File: config.mk
export PLATFORM = sky130hd
export DESIGN_NAME = bpsk_tx_scheduler_flat
export DESIGN_NICKNAME = d
export VERILOG_FILES = /design/src/rtl/bpsk_tx_scheduler_if.sv /design/src/rtl/bpsk_tx_scheduler.sv /design/src/flat_wrapper.sv
export SDC_FILE = /design/constraint.sdc
export NUM_CORES = 1
export LEC_CHECK = 0
export BUFFER_PORTS_ARGS = -buffer_cell sky130_fd_sc_hd__buf_4
export CORE_MARGIN = 1.5
export CORE_UTILIZATION = 52
export CTS_CLUSTER_SIZE = 12
export DETAILED_ROUTE_END_ITERATION = 8
export HOLD_SLACK_MARGIN = 0.08
export PLACE_DENSITY_LB_ADDON = 0.25
export RECOVER_POWER = 100
export SYNTH_ARGS = -nofsm -noshare
export SYNTH_HDL_FRONTEND = slang
export SYNTH_SLANG_ARGS = --single-unit
File: constraint.sdc
create_clock -name clock -period 2.1 [get_ports clock]
set_input_delay 0.315 -clock clock [delete_from_list [all_inputs] [get_ports clock]]
set_output_delay 0.315 -clock clock [all_outputs]
set_load 0.05 [all_outputs]
File: src/rtl/bpsk_tx_scheduler_if.sv
// bpsk_tx_scheduler_if: two-requester packet handshake into the BPSK transmit scheduler
interface bpsk_tx_scheduler_if #(parameter int PACKET_SIZE = 16);
  logic req0_valid, req0_ready, req1_valid, req1_ready;
  logic [PACKET_SIZE-1:0] req0_data, req1_data;
  modport master(output req0_valid, req0_data, req1_valid, req1_data, input req0_ready, req1_ready);
  modport slave(input req0_valid, req0_data, req1_valid, req1_data, output req0_ready, req1_ready);
endinterface

File: src/rtl/bpsk_tx_scheduler.sv
// bpsk_tx_scheduler: round-robin arbiter framing packets as preamble + sync + payload, one bit per symbol
module bpsk_tx_scheduler #(
  parameter int PACKET_SIZE = 16,
  parameter int SYMBOL_CYCLES = 64,
  parameter int PREAMBLE_BITS = 8,
  parameter logic [7:0] SYNC_WORD = 8'hD3,
  parameter int GAP_SYMBOLS = 2
) (
  input  logic clock,
  input  logic reset,
  bpsk_tx_scheduler_if.slave rq,
  output logic tx_bit,
  output logic tx_active,
  output logic symbol_strobe,
  output logic phase_reset,
  output logic tx_src,
  output logic tx_done
);
  localparam int SW = SYMBOL_CYCLES > 1 ? $clog2(SYMBOL_CYCLES) : 1;
  localparam int M1 = PREAMBLE_BITS > 8 ? PREAMBLE_BITS : 8;
  localparam int M2 = PACKET_SIZE > M1 ? PACKET_SIZE : M1;
  localparam int MB = GAP_SYMBOLS > M2 ? GAP_SYMBOLS : M2;
  localparam int BW = $clog2(MB);
  typedef enum logic [2:0] {IDLE, PREAMBLE, SYNC, PAYLOAD, GAP} state_t;
  state_t state, state_nx;
  logic [SW-1:0] sym_cnt;
  logic [BW-1:0] bit_idx, bit_idx_nx, last_idx;
  logic [PACKET_SIZE-1:0] sh, sh_nx;
  logic rr_ptr, grant, accept, sym_end, last, bit_nx;
  always_comb begin
    grant = rq.req0_valid & rq.req1_valid ? rr_ptr : rq.req1_valid;
    accept = state == IDLE & (rq.req0_valid | rq.req1_valid);
    sym_end = sym_cnt == SW'(SYMBOL_CYCLES - 1);
    last_idx = state == PREAMBLE ? BW'(PREAMBLE_BITS - 1) :
               state == SYNC ? BW'(7) :
               state == PAYLOAD ? BW'(PACKET_SIZE - 1) : BW'(GAP_SYMBOLS - 1);
    last = sym_end & bit_idx == last_idx;
  end
  always_ff @(posedge clock) begin
    if (reset) begin
      state <= IDLE;
      rr_ptr <= 1'b0;
      sym_cnt <= '0;
      bit_idx <= '0;
      sh <= '0;
      tx_bit <= 1'b0;
      tx_src <= 1'b0;
    end else begin
      state <= state_nx;
      sym_cnt <= state == IDLE || sym_end ? '0 : sym_cnt + 1'b1;
      bit_idx <= bit_idx_nx;
      sh <= sh_nx;
      tx_bit <= bit_nx;
      if (accept) begin
        rr_ptr <= ~grant;
        tx_src <= grant;
      end
    end
  end
  always_comb begin
    state_nx = state;
    case (state)
      IDLE:     if (accept) state_nx = PREAMBLE;
      PREAMBLE: if (last) state_nx = SYNC;
      SYNC:     if (last) state_nx = PAYLOAD;
      PAYLOAD:  if (last) state_nx = GAP_SYMBOLS > 0 ? GAP : IDLE;
      default:  if (last) state_nx = IDLE;
    endcase
    bit_idx_nx = state_nx != state ? '0 : sym_end ? bit_idx + 1'b1 : bit_idx;
    sh_nx = accept ? (grant ? rq.req1_data : rq.req0_data) :
            state == PAYLOAD && sym_end ? sh << 1 : sh;
    bit_nx = state_nx == PREAMBLE ? ~bit_idx_nx[0] :
             state_nx == SYNC ? SYNC_WORD[~bit_idx_nx[2:0]] :
             state_nx == PAYLOAD ? sh_nx[PACKET_SIZE-1] : 1'b0;
  end
  always_comb begin
    tx_active = state == PREAMBLE || state == SYNC || state == PAYLOAD;
    symbol_strobe = tx_active & sym_end;
    phase_reset = state == PREAMBLE && sym_cnt == '0 && bit_idx == '0;
    tx_done = state == PAYLOAD && last;
    rq.req0_ready = accept & ~grant;
    rq.req1_ready = accept & grant;
  end
endmodule

File: src/flat_wrapper.sv
// flat-port wrapper written by rule: the top's interface ports become plain ports
module bpsk_tx_scheduler_flat 
#(
  parameter int PACKET_SIZE = 16,
  parameter int SYMBOL_CYCLES = 64,
  parameter int PREAMBLE_BITS = 8,
  parameter logic [7:0] SYNC_WORD = 8'hD3,
  parameter int GAP_SYMBOLS = 2
)
  (clock, reset, tx_bit, tx_active, symbol_strobe, phase_reset, tx_src, tx_done, rq_req0_valid, rq_req0_data, rq_req1_valid, rq_req1_data, rq_req0_ready, rq_req1_ready);
  bpsk_tx_scheduler_if #(.PACKET_SIZE(PACKET_SIZE)) rq_i ();
  input  logic clock;
  input  logic reset;
  output logic tx_bit;
  output logic tx_active;
  output logic symbol_strobe;
  output logic phase_reset;
  output logic tx_src;
  output logic tx_done;
  input wire logic [$bits(rq_i.req0_valid)-1:0] rq_req0_valid;
  input wire logic [$bits(rq_i.req0_data)-1:0] rq_req0_data;
  input wire logic [$bits(rq_i.req1_valid)-1:0] rq_req1_valid;
  input wire logic [$bits(rq_i.req1_data)-1:0] rq_req1_data;
  output wire logic [$bits(rq_i.req0_ready)-1:0] rq_req0_ready;
  output wire logic [$bits(rq_i.req1_ready)-1:0] rq_req1_ready;
  assign rq_i.req0_valid = rq_req0_valid;
  assign rq_i.req0_data = rq_req0_data;
  assign rq_i.req1_valid = rq_req1_valid;
  assign rq_i.req1_data = rq_req1_data;
  assign rq_req0_ready = rq_i.req0_ready;
  assign rq_req1_ready = rq_i.req1_ready;
  bpsk_tx_scheduler #(.PACKET_SIZE(PACKET_SIZE), .SYMBOL_CYCLES(SYMBOL_CYCLES), .PREAMBLE_BITS(PREAMBLE_BITS), .SYNC_WORD(SYNC_WORD), .GAP_SYMBOLS(GAP_SYMBOLS)) u_core (.clock(clock), .reset(reset), .rq(rq_i), .tx_bit(tx_bit), .tx_active(tx_active), .symbol_strobe(symbol_strobe), .phase_reset(phase_reset), .tx_src(tx_src), .tx_done(tx_done));
endmodule
# After elaboration in Yosys (flattened, before gate mapping)
# Memory sizes are Yosys's and may differ from the RTL's.
# Index checks and enable logic that the tools add are counted.
dict set report totals {
  reg_bits 32
  rom_bits 8
  in_bits 36
  out_inout_bits 8
  elab_cells 64
  memories 1
}
dict set report op_classes {
  add_sub_neg 2
  magnitude_cmp 1
  n_eq_ne 9
  mux 19
  bitwise 10
  reduce_logical 13
}
# memory words word_bits rd rd_clocked_by_memory_dff write_ports line_no
set memory_table {}
lappend memory_table {{(no name shown)} 8 1 1 0 0 bpsk_tx_scheduler.sv:73} ;# state_nx == SYNC ? SYNC_WORD[~bit_idx_nx[2:0]] :
# op count
set op_table {}
lappend op_table {{two-way mux 16 bit} 3}
lappend op_table {{two-way mux 3 bit} 7}
lappend op_table {{== test 3 x 2 -> 1 bit (second input constant)} 4}
lappend op_table {{two-way mux 4 bit} 3}
lappend op_table {{case mux 3 bit (4 select lines)} 1}
lappend op_table {{adder 6 x 1 -> 6 bit (second input constant)} 1}
lappend op_table {{AND 1 bit} 6}
lappend op_table {{== test 3 x 1 -> 1 bit (second input constant)} 2}
lappend op_table {{== test 6 bit (second input constant)} 1}
lappend op_table {{logical NOT 6 bit} 1}
lappend op_table {{two-way mux 1 bit} 5}
lappend op_table {{adder 4 x 1 -> 4 bit (second input constant)} 1}
lappend op_table {{== test 4 bit} 1}
lappend op_table {{logical AND 1 bit} 4}
lappend op_table {{logical NOT 4 bit} 1}
lappend op_table {{less-than comparator 3 x 4 -> 1 bit (second input constant)} 1}
lappend op_table {{OR reduction 2 bit} 2}
lappend op_table {{logical NOT 3 bit} 1}
lappend op_table {{logical OR 1 bit} 3}
lappend op_table {{inequality test 3 bit} 1}
lappend op_table {{NOT 3 bit} 1}
lappend op_table {{NOT 1 bit} 2}
lappend op_table {{nonzero test 2 bit} 1}
lappend op_table {{bitwise OR 1 bit} 1}

# Logic depth before layout (Yosys ltp)
dict set report depth {
  ltp_word 15
  mapped_depth 7
  depth_no_buf 7
}

# Worst setup path before layout
# OpenSTA, ideal clock, no wires.
dict set report synth_timing {
  kind {register -> output}
  startpoint {register u_core.state[0]}
  endpoint {output tx_done}
  arrival_time_ns 2.015
  required_ns 1.785
  setup_slack_ns -0.230
  path_stages_with_launch 6
  path_buffers 1
  cell_sequence {dfxtp_1 -> buf_4 -> xnor2_1 -> a2111oi_2 -> o21ai_0 -> nor2b_1}
}
dict set report synth_via {
  elab_chain_len 7
  elab_cells_between_ends 9
  cone_classes {4 x eq/ne; 3 x mux; 1 x bitwise; 1 x reduce/logical}
}
# item line_no
set synth_rtl {}
lappend synth_rtl {{from (decl)} bpsk_tx_scheduler.sv:25} ;# state_t state, state_nx;
lappend synth_rtl {{from (signal assigned)} bpsk_tx_scheduler.sv:49} ;# state <= state_nx;
lappend synth_rtl {{== test 3 x 2 -> 1 bit} {bpsk_tx_scheduler.sv:36, bpsk_tx_scheduler.sv:80}}
lappend synth_rtl {{two-way mux 4 bit} bpsk_tx_scheduler.sv:36} ;# state == PAYLOAD ? BW'(PACKET_SIZE - 1) : BW'(GAP_SYMBOLS - 1);
lappend synth_rtl {{two-way mux 4 bit} bpsk_tx_scheduler.sv:35} ;# state == SYNC ? BW'(7) :
lappend synth_rtl {{two-way mux 4 bit} bpsk_tx_scheduler.sv:34} ;# last_idx = state == PREAMBLE ? BW'(PREAMBLE_BITS - 1) :
lappend synth_rtl {{== test 4 bit} bpsk_tx_scheduler.sv:37} ;# last = sym_end & bit_idx == last_idx;
lappend synth_rtl {{AND 1 bit} bpsk_tx_scheduler.sv:37}
lappend synth_rtl {{logical AND 1 bit *} bpsk_tx_scheduler.sv:80} ;# tx_done = state == PAYLOAD && last;
lappend synth_rtl {{to (decl)} flat_wrapper.sv:19} ;# output logic tx_done;
# Mark *: on every way between the ends. The rest lies on a longest branch, timed or not.

# Worst setup path after layout
dict set report layout_timing {
  startpoint {register u_core.state[1]}
  endpoint {output tx_done}
}
# The elaborated chain is that of the path after synthesis.

==> reports/results.tsv <==
metric	value	unit
status	complete, no violations	
Reg-to-Reg Start	u_core.sym_cnt[1]	
critical path, cell by cell	xnor2_1 -> a2111oi_2 -> o21ai_1 -> nor2b_2 -> buf_6	
vias in the first global route	1403	
XOR/XNOR Fraction of Synth Area	0.03983	
post-synthesis cell type count	46	
#FFs+latches synth	32	
Worst-path clk slew	110	ps
setup TNS	0	ps
layout cells sized above 1	0.3282	
Worst Hold End	u_core.sh[0]	
reg2reg setup slack	160	ps
Setup Viol. Count Final	0	
Mapped Area	1759	sq um
main combinational cell family by area after synthesis	compound AO/OA/AOI/OAI gates	
core area	3128	sq um
cts hold-fix bufs	0	
antenna violations before repair	0	
Worst Hold Depth	3	
DP Area	2148	sq um
clk root buf	clkbuf_4	
post-layout min period	2042	ps
port bufs	43	
overall die width	61.17	um
Hold Startpoint	rq_req1_data[0]	
post-route cell area	2250	sq um
# fillers	268	
worst r2r dst	u_core.tx_bit	
CTS tree	done	
Die ar.	3741	sq um
worst path required time	1780	ps
CP max stage delay	420	ps
Final ANT Viol Nets	0	
gr ovfl total	0	
Setup Skew	12.24	ps
Area growth, synth to finish	27.88	%
max_cap viols	0	
area leader, netlist	dfxtp_1	
Worst Max-Slew Pin Slew	602.4	ps
reg2reg path depth	6	
ys async rst share	0	
# IOs	44	
RSZ-0062 raised after global routing	true	
Slowest-stage cell, CP	a2111oi_2	
CTS Buffer Depth	2	
Slew Limit Headroom	0.6002	
ANT cells	0	
Avg WL per Cell	13.50	um
Worst Setup Slack, final	57.80	ps
largest net degree at the start of global routing	27	
register area	655.6	sq um
Max Fanout on Critical Path	9	
DRC viols	0	
PwrDens	599.0	nW/um^2
worst slack at placement	193.9	ps
Starting Density	0.5624	
FMAX	489.7	MHz
CP Capture Type	output pin	
CP top delay family	compound AO/OA/AOI/OAI gates	
fin crit share	0.9725	
final count of pins violating max slew	0	
DR pass1 iterations	4	
post-synthesis mux area share	0.03485	
num rows	20	
synth top area cells	dfxtp_1, nor2_1, a22oi_1	
count leader, synth	nor2_1	
CTS buffer count	5	
Synth Area in Compound Gates	0.2596	
Post-synth top cells	nor2_1, dfxtp_1, o21ai_0, a22oi_1, a211oi_1	
Routed WL	4089	um
DP Wirelength	2979	um
Hold WS	288.9	ps
share of the synthesized area in the top cell type	0.3642	
via count	1672	
Final Hold Viols	0	
clk_lat worst skew	340	ps
clock sink count	32	
crit path DAT	1730	ps
Tot Pwr	1.348	mW
Post-Syn Nets	249	
worst vdd ir	0.4059	mV
min-delay worst type	in -> reg	
syn avg cell area	8.417	sq um
depth of the CTS H-tree	2	
Top FF cell, synth	dfxtp_1	
simple-gate area share of the yosys netlist	0.1999	
adder-cell share of the synthesized area	0.02845	
Vias/cell	5.518	
multi-input gate area in the final layout	1017	sq um
gr usage total	0.2338	
first-pass GRT wire length	6430	um
Layout Nets	298	
GP Congestion	0.8652	
leakage power	0.8810	nW
Setup Crit Path Kind	reg -> out	
sequential area share after synthesis	0.3642	
startpoint types	flip-flop	
EDFF count, synth	0	
height of the die	61.17	um
DR iter-0 viols	119	
Buf+Inv Stages, Crit Path	1	
synthesized instance count	209	
Yosys warnings	0	
-- worst reg2reg max path, stage by stage, from the launching register on --
cell     delay (ps)
dfxtp_1         370
ha_2            220
nand3_2         130
nor4_1          400
mux2i_1         120
or3_2           420
o32ai_1         210
-- cells in the final DEF, fill, tap and decap left out, types with 4 or more instances in the layout --
| cell type | count |
|---|---|
| buf_4 | 52 |
| nor2_1 | 34 |
| dfxtp_1 | 26 |
| a22oi_1 | 16 |
| o21ai_0 | 16 |
| a211oi_1 | 14 |
| inv_1 | 8 |
| nand2_1 | 7 |
| xnor2_1 | 6 |
| a21oi_1 | 6 |
| mux2i_1 | 5 |
| clkbuf_4 | 5 |
| nor4_1 | 4 |
-- worst max-delay path by stage --
stage / endpoint / startpoint / cells past startpoint
floorplan: tx_done / u_core.state[0] / 5
global placement: u_core.tx_bit / u_core.state[1] / 6
detailed placement: u_core.tx_bit / u_core.sym_cnt[0] / 6
CTS: phase_reset / u_core.state[0] / 5
global route: tx_done / u_core.state[1] / 5
finish: tx_done / u_core.state[1] / 5
-- cell families after synthesis --
family | after synthesis
flops | 32
compound gates | 66
simple gates | 71
xor+xnor | 8
fa+ha+maj | 4
mux | 6
buf+inv | 22
-- layer usage --
| metal | global-route usage | wire length [um] | vias to the layer above |
|---|---|---|---|
| met5 | 0 | 0 | - |
| met4 | 0.05590 | 43 | 0 |
| met3 | 0.05882 | 161 | 5 |
| met2 | 0.3526 | 1862 | 38 |
| met1 | 0.3359 | 2021 | 769 |
| li1 | - | - | 860 |
-- where the power goes --
part / total [mW] / internal (mW) / switching [mW]
logic: 0.300 / 0.138 / 0.163
registers: 0.667 / 0.645 / 0.0229
clock network: 0.380 / 0.164 / 0.216
-- metrics by stage --
stage,instances,util
after floorplan,209,-
after global placement,294,0.6868
after detailed placement,294,0.6868
after CTS,302,0.7116
after global routing,303,0.7192
final,303,0.7192
-- final cells by class --
| type | instances | area share |
|---|---|---|
| Clock buffer | 7 | 0.02447 |
| Clock inverter | 1 | 0.003337 |
| Inverter | 8 | 0.01335 |
| Multi-Input combinational cell | 155 | 0.4522 |
| Sequential cell | 32 | 0.2914 |
| Tap cell | 44 | 0.02447 |
| Timing Repair Buffer | 56 | 0.1908 |
-- state kept, by name (all words and copies together) (netlist names) --
signal          flops
u_core.state        3
u_core.tx_bit       1
u_core.sym_cnt      6
u_core.sh          16
u_core.tx_src       1
u_core.rr_ptr       1
u_core.bit_idx      4
-- repair_timing --
item | in CTS | in global routing
endpoints found under the setup margin | 3 | 4
pin swaps | 0 | 2
resized for setup | 9 | 8
setup buffers | 0 | 1
Note: power is estimated with default switching activity, not from simulation.
